==> config.mk <==
export PLATFORM = sky130hd
export DESIGN_NAME = mem_read_arbiter
export DESIGN_NICKNAME = d
export VERILOG_FILES = /design/src/rtl/mem_read_arbiter.sv
export SDC_FILE = /design/constraint.sdc
export NUM_CORES = 1
export LEC_CHECK = 0
export CAP_MARGIN = 0
export CORE_ASPECT_RATIO = 1.75
export CORE_MARGIN = 2
export CORE_UTILIZATION = 44
export CTS_CLUSTER_SIZE = 10
export DETAILED_ROUTE_END_ITERATION = 10
export PLACE_DENSITY_LB_ADDON = 0.05
export REMOVE_ABC_BUFFERS = 1
export SLEW_MARGIN = 10
export SYNTH_ARGS = -nofsm -noshare
export SYNTH_HDL_FRONTEND = slang
export SYNTH_SLANG_ARGS = --single-unit
==> constraint.sdc <==
create_clock -name clock -period 3.35 [get_ports clock]
set_input_delay 0.67 -clock clock [delete_from_list [all_inputs] [get_ports clock]]
set_output_delay 0.67 -clock clock [all_outputs]
set_load 0.005 [all_outputs]
==> src/rtl/mem_read_arbiter.sv <==
// rtl/mem_read_arbiter.sv - round-robin arbiter for the shared graph-memory read port
//
// Purpose: lets up to NUM_REQ read clients share one memory read port. Each
// grant carries exactly one read. A level-high mem_read_ready is consumed as
// one word, and the RELEASE state waits for it to fall so the word is never
// counted twice.
//
// Ports:
//   clock            single clock; all state updates on posedge
//   reset            asynchronous, active-low
//   req              bit i high: client i wants one read
//   req_addr         client i address in bits [i*MADDR_WIDTH +: MADDR_WIDTH]
//   grant            one-hot owner of the current transaction
//   rsp_valid        one-cycle pulse on the owner's bit when the transaction ends
//   rsp_error        valid with rsp_valid; 1 = timed out, rsp_data is 0
//   rsp_data         read word, held until the next rsp_valid
//   busy             high while a transaction is in BUSY or RELEASE
//   mem_addr         latched owner address, 0 when idle
//   mem_read_enable  high only in BUSY
//   mem_read_ready   memory data-valid level
//   mem_data         memory read data

`ifndef DEFAULT_MADDR_WIDTH
`define DEFAULT_MADDR_WIDTH 16
`endif
`ifndef DEFAULT_MDATA_WIDTH
`define DEFAULT_MDATA_WIDTH 32
`endif

module mem_read_arbiter #(
   parameter int NUM_REQ        = 4,
   parameter int MADDR_WIDTH    = `DEFAULT_MADDR_WIDTH,
   parameter int MDATA_WIDTH    = `DEFAULT_MDATA_WIDTH,
   parameter int TIMEOUT_CYCLES = 64
) (
   input  logic                           clock,
   input  logic                           reset,
   input  logic [NUM_REQ-1:0]             req,
   input  logic [NUM_REQ*MADDR_WIDTH-1:0] req_addr,
   output logic [NUM_REQ-1:0]             grant,
   output logic [NUM_REQ-1:0]             rsp_valid,
   output logic                           rsp_error,
   output logic [MDATA_WIDTH-1:0]         rsp_data,
   output logic                           busy,
   output logic [MADDR_WIDTH-1:0]         mem_addr,
   output logic                           mem_read_enable,
   input  logic                           mem_read_ready,
   input  logic [MDATA_WIDTH-1:0]         mem_data
);

   localparam int IDX_W = $clog2(NUM_REQ);
   localparam int CNT_W = $clog2(TIMEOUT_CYCLES);
   localparam logic [IDX_W-1:0] LAST_INIT = IDX_W'(NUM_REQ - 1);
   localparam logic [CNT_W-1:0] CNT_LAST  = CNT_W'(TIMEOUT_CYCLES - 1);

   typedef enum logic [1:0] {
      ST_IDLE    = 2'd0,
      ST_BUSY    = 2'd1,
      ST_RELEASE = 2'd2
   } state_t;

   state_t                 state_q, state_d;
   logic [IDX_W-1:0]       last_q, last_d;
   logic [CNT_W-1:0]       cnt_q, cnt_d;
   logic [NUM_REQ-1:0]     grant_q, grant_d;
   logic [NUM_REQ-1:0]     rsp_valid_q, rsp_valid_d;
   logic                   rsp_error_q, rsp_error_d;
   logic [MDATA_WIDTH-1:0] rsp_data_q, rsp_data_d;
   logic                   busy_q, busy_d;
   logic [MADDR_WIDTH-1:0] mem_addr_q, mem_addr_d;
   logic                   mem_ren_q, mem_ren_d;

   logic                   pick_found;
   logic [IDX_W-1:0]       pick_idx;
   logic [IDX_W-1:0]       cand;
   logic [NUM_REQ-1:0]     pick_onehot;
   logic [MADDR_WIDTH-1:0] pick_addr;

   // Round-robin search: start one past the last owner and wrap, so the most
   // recent owner is considered last.
   always_comb begin
      pick_found = 1'b0;
      pick_idx   = '0;
      cand       = '0;
      for (int off = 1; off <= NUM_REQ; off++) begin
         cand = IDX_W'((int'(last_q) + off) % NUM_REQ);
         if (!pick_found && req[cand]) begin
            pick_found = 1'b1;
            pick_idx   = cand;
         end
      end
   end

   always_comb begin
      pick_addr   = '0;
      pick_onehot = '0;
      for (int i = 0; i < NUM_REQ; i++) begin
         if (pick_idx == IDX_W'(i)) begin
            pick_addr      = req_addr[i*MADDR_WIDTH +: MADDR_WIDTH];
            pick_onehot[i] = 1'b1;
         end
      end
   end

   always_comb begin
      state_d     = state_q;
      last_d      = last_q;
      cnt_d       = cnt_q;
      grant_d     = grant_q;
      rsp_valid_d = '0;
      rsp_error_d = 1'b0;
      rsp_data_d  = rsp_data_q;
      busy_d      = busy_q;
      mem_addr_d  = mem_addr_q;
      mem_ren_d   = mem_ren_q;

      case (state_q)
         ST_IDLE: begin
            if (pick_found) begin
               grant_d    = pick_onehot;
               mem_addr_d = pick_addr;
               mem_ren_d  = 1'b1;
               busy_d     = 1'b1;
               last_d     = pick_idx;
               cnt_d      = '0;
               state_d    = ST_BUSY;
            end
         end

         // Ready is first looked at one edge after the grant, so a level
         // left high by the previous owner cannot complete this read.
         ST_BUSY: begin
            if (mem_read_ready || (cnt_q == CNT_LAST)) begin
               rsp_valid_d = grant_q;
               rsp_error_d = ~mem_read_ready;
               rsp_data_d  = mem_read_ready ? mem_data : '0;
               grant_d     = '0;
               mem_ren_d   = 1'b0;
               mem_addr_d  = '0;
               cnt_d       = '0;
               state_d     = ST_RELEASE;
            end else begin
               cnt_d = cnt_q + CNT_W'(1);
            end
         end

         // The response was already issued; this state only swallows the
         // remainder of a long ready level. A stuck-high ready is bounded.
         ST_RELEASE: begin
            if (!mem_read_ready || (cnt_q == CNT_LAST)) begin
               busy_d  = 1'b0;
               cnt_d   = '0;
               state_d = ST_IDLE;
            end else begin
               cnt_d = cnt_q + CNT_W'(1);
            end
         end

         default: begin
            grant_d    = '0;
            busy_d     = 1'b0;
            mem_addr_d = '0;
            mem_ren_d  = 1'b0;
            cnt_d      = '0;
            state_d    = ST_IDLE;
         end
      endcase
   end

   always_ff @(posedge clock or negedge reset) begin
      if (!reset) begin
         state_q     <= ST_IDLE;
         last_q      <= LAST_INIT;
         cnt_q       <= '0;
         grant_q     <= '0;
         rsp_valid_q <= '0;
         rsp_error_q <= 1'b0;
         rsp_data_q  <= '0;
         busy_q      <= 1'b0;
         mem_addr_q  <= '0;
         mem_ren_q   <= 1'b0;
      end else begin
         state_q     <= state_d;
         last_q      <= last_d;
         cnt_q       <= cnt_d;
         grant_q     <= grant_d;
         rsp_valid_q <= rsp_valid_d;
         rsp_error_q <= rsp_error_d;
         rsp_data_q  <= rsp_data_d;
         busy_q      <= busy_d;
         mem_addr_q  <= mem_addr_d;
         mem_ren_q   <= mem_ren_d;
      end
   end

   assign grant           = grant_q;
   assign rsp_valid       = rsp_valid_q;
   assign rsp_error       = rsp_error_q;
   assign rsp_data        = rsp_data_q;
   assign busy            = busy_q;
   assign mem_addr        = mem_addr_q;
   assign mem_read_enable = mem_ren_q;

endmodule

==> reports/metrics.cfg <==
[synthesis]
ys_seq_area_share_pct=50.4
async_flop_share_pct=100
synth_edf_count=0
synth_largest_area_cell=dfrtp_1
yosys-top-cells-area=dfrtp_1 49%, a22o_1 8.2%, o221ai_1 3.8%, o21ai_0 3.4%, nand2_1 3.1%
synth_area_um2=3430
syn_inst=314
synth_cell_types=55
ys.flop_type=dfrtp_1
synth_top_cell_area_share_pct=48.9
ys_ff_latch=69
yosys_warnings=0
avgSynthCellArea_um2=10.9

[pwr]
p_leak_nw=2.23
vdd_drop_max_uv=522
power_density_nw_per_um2=793
p_total_mw=4.27

[sta]
rsz0062_at_grt=false
slew_viol_final=0
fin_crit_sh_pct=75.0
relSlewSlack_pct=41.3
final-setup-viol-count=0
fin_crit_ns=2.51
fmax_ghz=0.398
fin_skew_ns=0.00503
worstMarginPinSlew_ns=0.880
fin_setup_tns_ns=0
hold_violations=0

[flow_run]
cap_violations=0

[route]
viasPerCell=5.65
wire_per_inst_um=17.6
ant_nets=0
drc_errors=0
routed_wl_um=9930
num_vias=3195
dr.pass1.iters=4
drt_iter0_markers=165

[final_layout]
drive_above_1_share_pct=8.39
layout.cells.non_filler=565
syn_to_final_growth_pct=57.2
utilization_pct=71.2
n_antenna_cell=0
nNetsFinal=579
n_fill_cell=589

[clock_tree]
cts_resized=0
cts_hold_buf=0
cts_tree=built
cts-root-buf=clkbuf_16
htreeDepth=3
clk_pin_slew_worst_paths_ns=0.06
postCtsSetupRepairBufs=0
cts_max_path_buffers=2
insertion_delay_ns=0.33
cts_buffers=9
cts.sinks=69

[place]
detailed_place_hpwl_um=7160
place_congestion=0.866
dp_cells=549
port-buffer-count=161

[setup_path]
cp_slowest_cell=a221oi_2
cpPeakStageDelay_ns=0.75
cp.arrival_ns=2.76
cp_max_fo=11
end_kind=flop
r2r_start=last_q[0]$_DFFE_PN1P_
regToRegSetupSlack_ns=1.14
crit_chain=clkdlybuf4s50_1 > a21o_1 > a221oi_2 > buf_4 > a32oi_1 > o21ai_1
rr_endpoint=mem_addr[3]$_DFFE_PN0P_
rr_worst_depth=6
start_kind=input pin
critPathKind=input pin to flop
crit_required_ns=3.60

[run_status]
status=finished, final reports clean

[global_route]
grt_usage_pct=24.7
grt_pass1_wl_um=16500
grt_pass1_vias=3349
grt_max_degree=70
antenna_found_initial=0
overflow=0

[floorplanning]
core-area_um2=7570
row_count=42
fp.dieH_um=121
start_util_pct=45.3
ios=162
fp.dieW_um=70.7
dieArea_um2=8540

[min_path]
hold_class=input pin to async pin

-- flip-flops by register name (all words and copies together) (netlist names) --
register / cells
last_q: 2
rsp_valid: 4
rsp_data: 32
rsp_error: 1
busy: 1
state_q: 2
grant: 4
cnt_q: 6
mem_read_enable: 1
mem_addr: 16
-- cell usage after synthesis, drive strengths merged (2+ instances only) --
| master | n |
|---|---|
| nand2 | 28 |
| and2 | 4 |
| nand2b | 10 |
| a21boi | 10 |
| o21bai | 2 |
| inv | 12 |
| o31ai | 3 |
| a32oi | 9 |
| o221ai | 15 |
| a211oi | 9 |
| clkbuf | 8 |
| ha | 4 |
| or2b | 3 |
| nor2 | 7 |
| nand3 | 4 |
| dfstp | 2 |
| mux2 | 2 |
| a21o | 2 |
| a21oi | 7 |
| nor2b | 3 |
| dfrtp | 67 |
| a22o | 32 |
| o21ai | 35 |
| a41o | 6 |
| buf | 14 |
-- cell families after synthesis --
kind of cell	synth area share [%]
AO/OA/AOI/OAI	32.0
XOR/XNOR	0.256
adder cells (fa/ha/maj)	1.46
buffers and inverters	5.58
flip-flops	50.4
multiplexers	0.766
AND/OR/NAND/NOR	9.45
-- worst max-delay path: cells and delay by family --
| kind | cells | cell delay [ns] |
|---|---|---|
| AOI/OAI and AO/OA | 4 | 1.21 |
| buffers and inverters | 2 | 0.88 |
-- layout by cell type (no fill, tap or decap), types with 3 or more instances in the layout --
master / count
nand2b_1: 10
a211oi_1: 9
a41o_1: 6
o221ai_1: 15
clkbuf_16: 9
or2b_1: 3
a21oi_1: 6
o21ai_0: 23
dfrtp_1: 67
clkdlybuf4s50_1: 160
nand2_1: 28
nand3_1: 4
inv_1: 12
buf_4: 9
nor2_1: 6
clkbuf_8: 4
nor2b_1: 3
a21boi_0: 10
o21ai_1: 10
ha_1: 4
a32oi_1: 7
a22o_1: 32
-- metal layers --
layer	track usage, %	routed length (um)	part of all wire, %	vias up
met5	0	0	0	-
met4	9.79	225	2.3	0
li1	-	-	-	1507
met3	6.25	631	6.4	17
met2	44.1	5360	54	137
met1	27.6	3710	37	1534
-- metrics by stage --
| stage | setup slack (ns) | hold slack (ns) | area, um^2 |
|---|---|---|---|
| 2_1_floorplan | 0.941 | 0.374 | 3280 |
| 3_3_place_gp | 0.532 | 0.459 | 5060 |
| 3_5_place_dp | 0.488 | 0.473 | 5060 |
| 4_1_cts | 0.848 | 0.481 | 5390 |
| 5_1_grt | 0.626 | 0.510 | 5390 |
| 6_report | 0.838 | 0.445 | 5390 |
-- worst max path at each step --
| stage | startpoint | end | slack (ns) | depth (start not counted) |
|---|---|---|---|---|
| 6_report | req[1] | mem_addr[8]$_DFFE_PN0P_ | 0.84 | 6 |
| 5_1_grt | req[1] | mem_addr[11]$_DFFE_PN0P_ | 0.63 | 6 |
| 4_1_cts | req[1] | mem_addr[11]$_DFFE_PN0P_ | 0.85 | 6 |
| 3_5_place_dp | req[1] | mem_addr[8]$_DFFE_PN0P_ | 0.49 | 6 |
| 3_3_place_gp | req[1] | mem_addr[8]$_DFFE_PN0P_ | 0.53 | 6 |
| 2_1_floorplan | cnt_q[0]$_DFFE_PN0P_ | rsp_data[0]$_DFFE_PN0P_ | 0.94 | 5 |
-- cell type report --
class	instances	area [um^2]	share of cell area [%]
tap	88	110	2.04
clock inverter	2	38.8	0.720
timing repair buffer	169	1670	31.0
inverter	12	45.0	0.836
clock buffer	14	284	5.27
sequential	69	1730	32.1
multi-input combinational	211	1510	28.1
-- power breakdown --
group,switching [mW],internal (mW)
clock network,0.338,0.659
logic,0.838,1.07
registers,0.210,1.16
No activity file was read; power rests on OpenSTA's default activity.
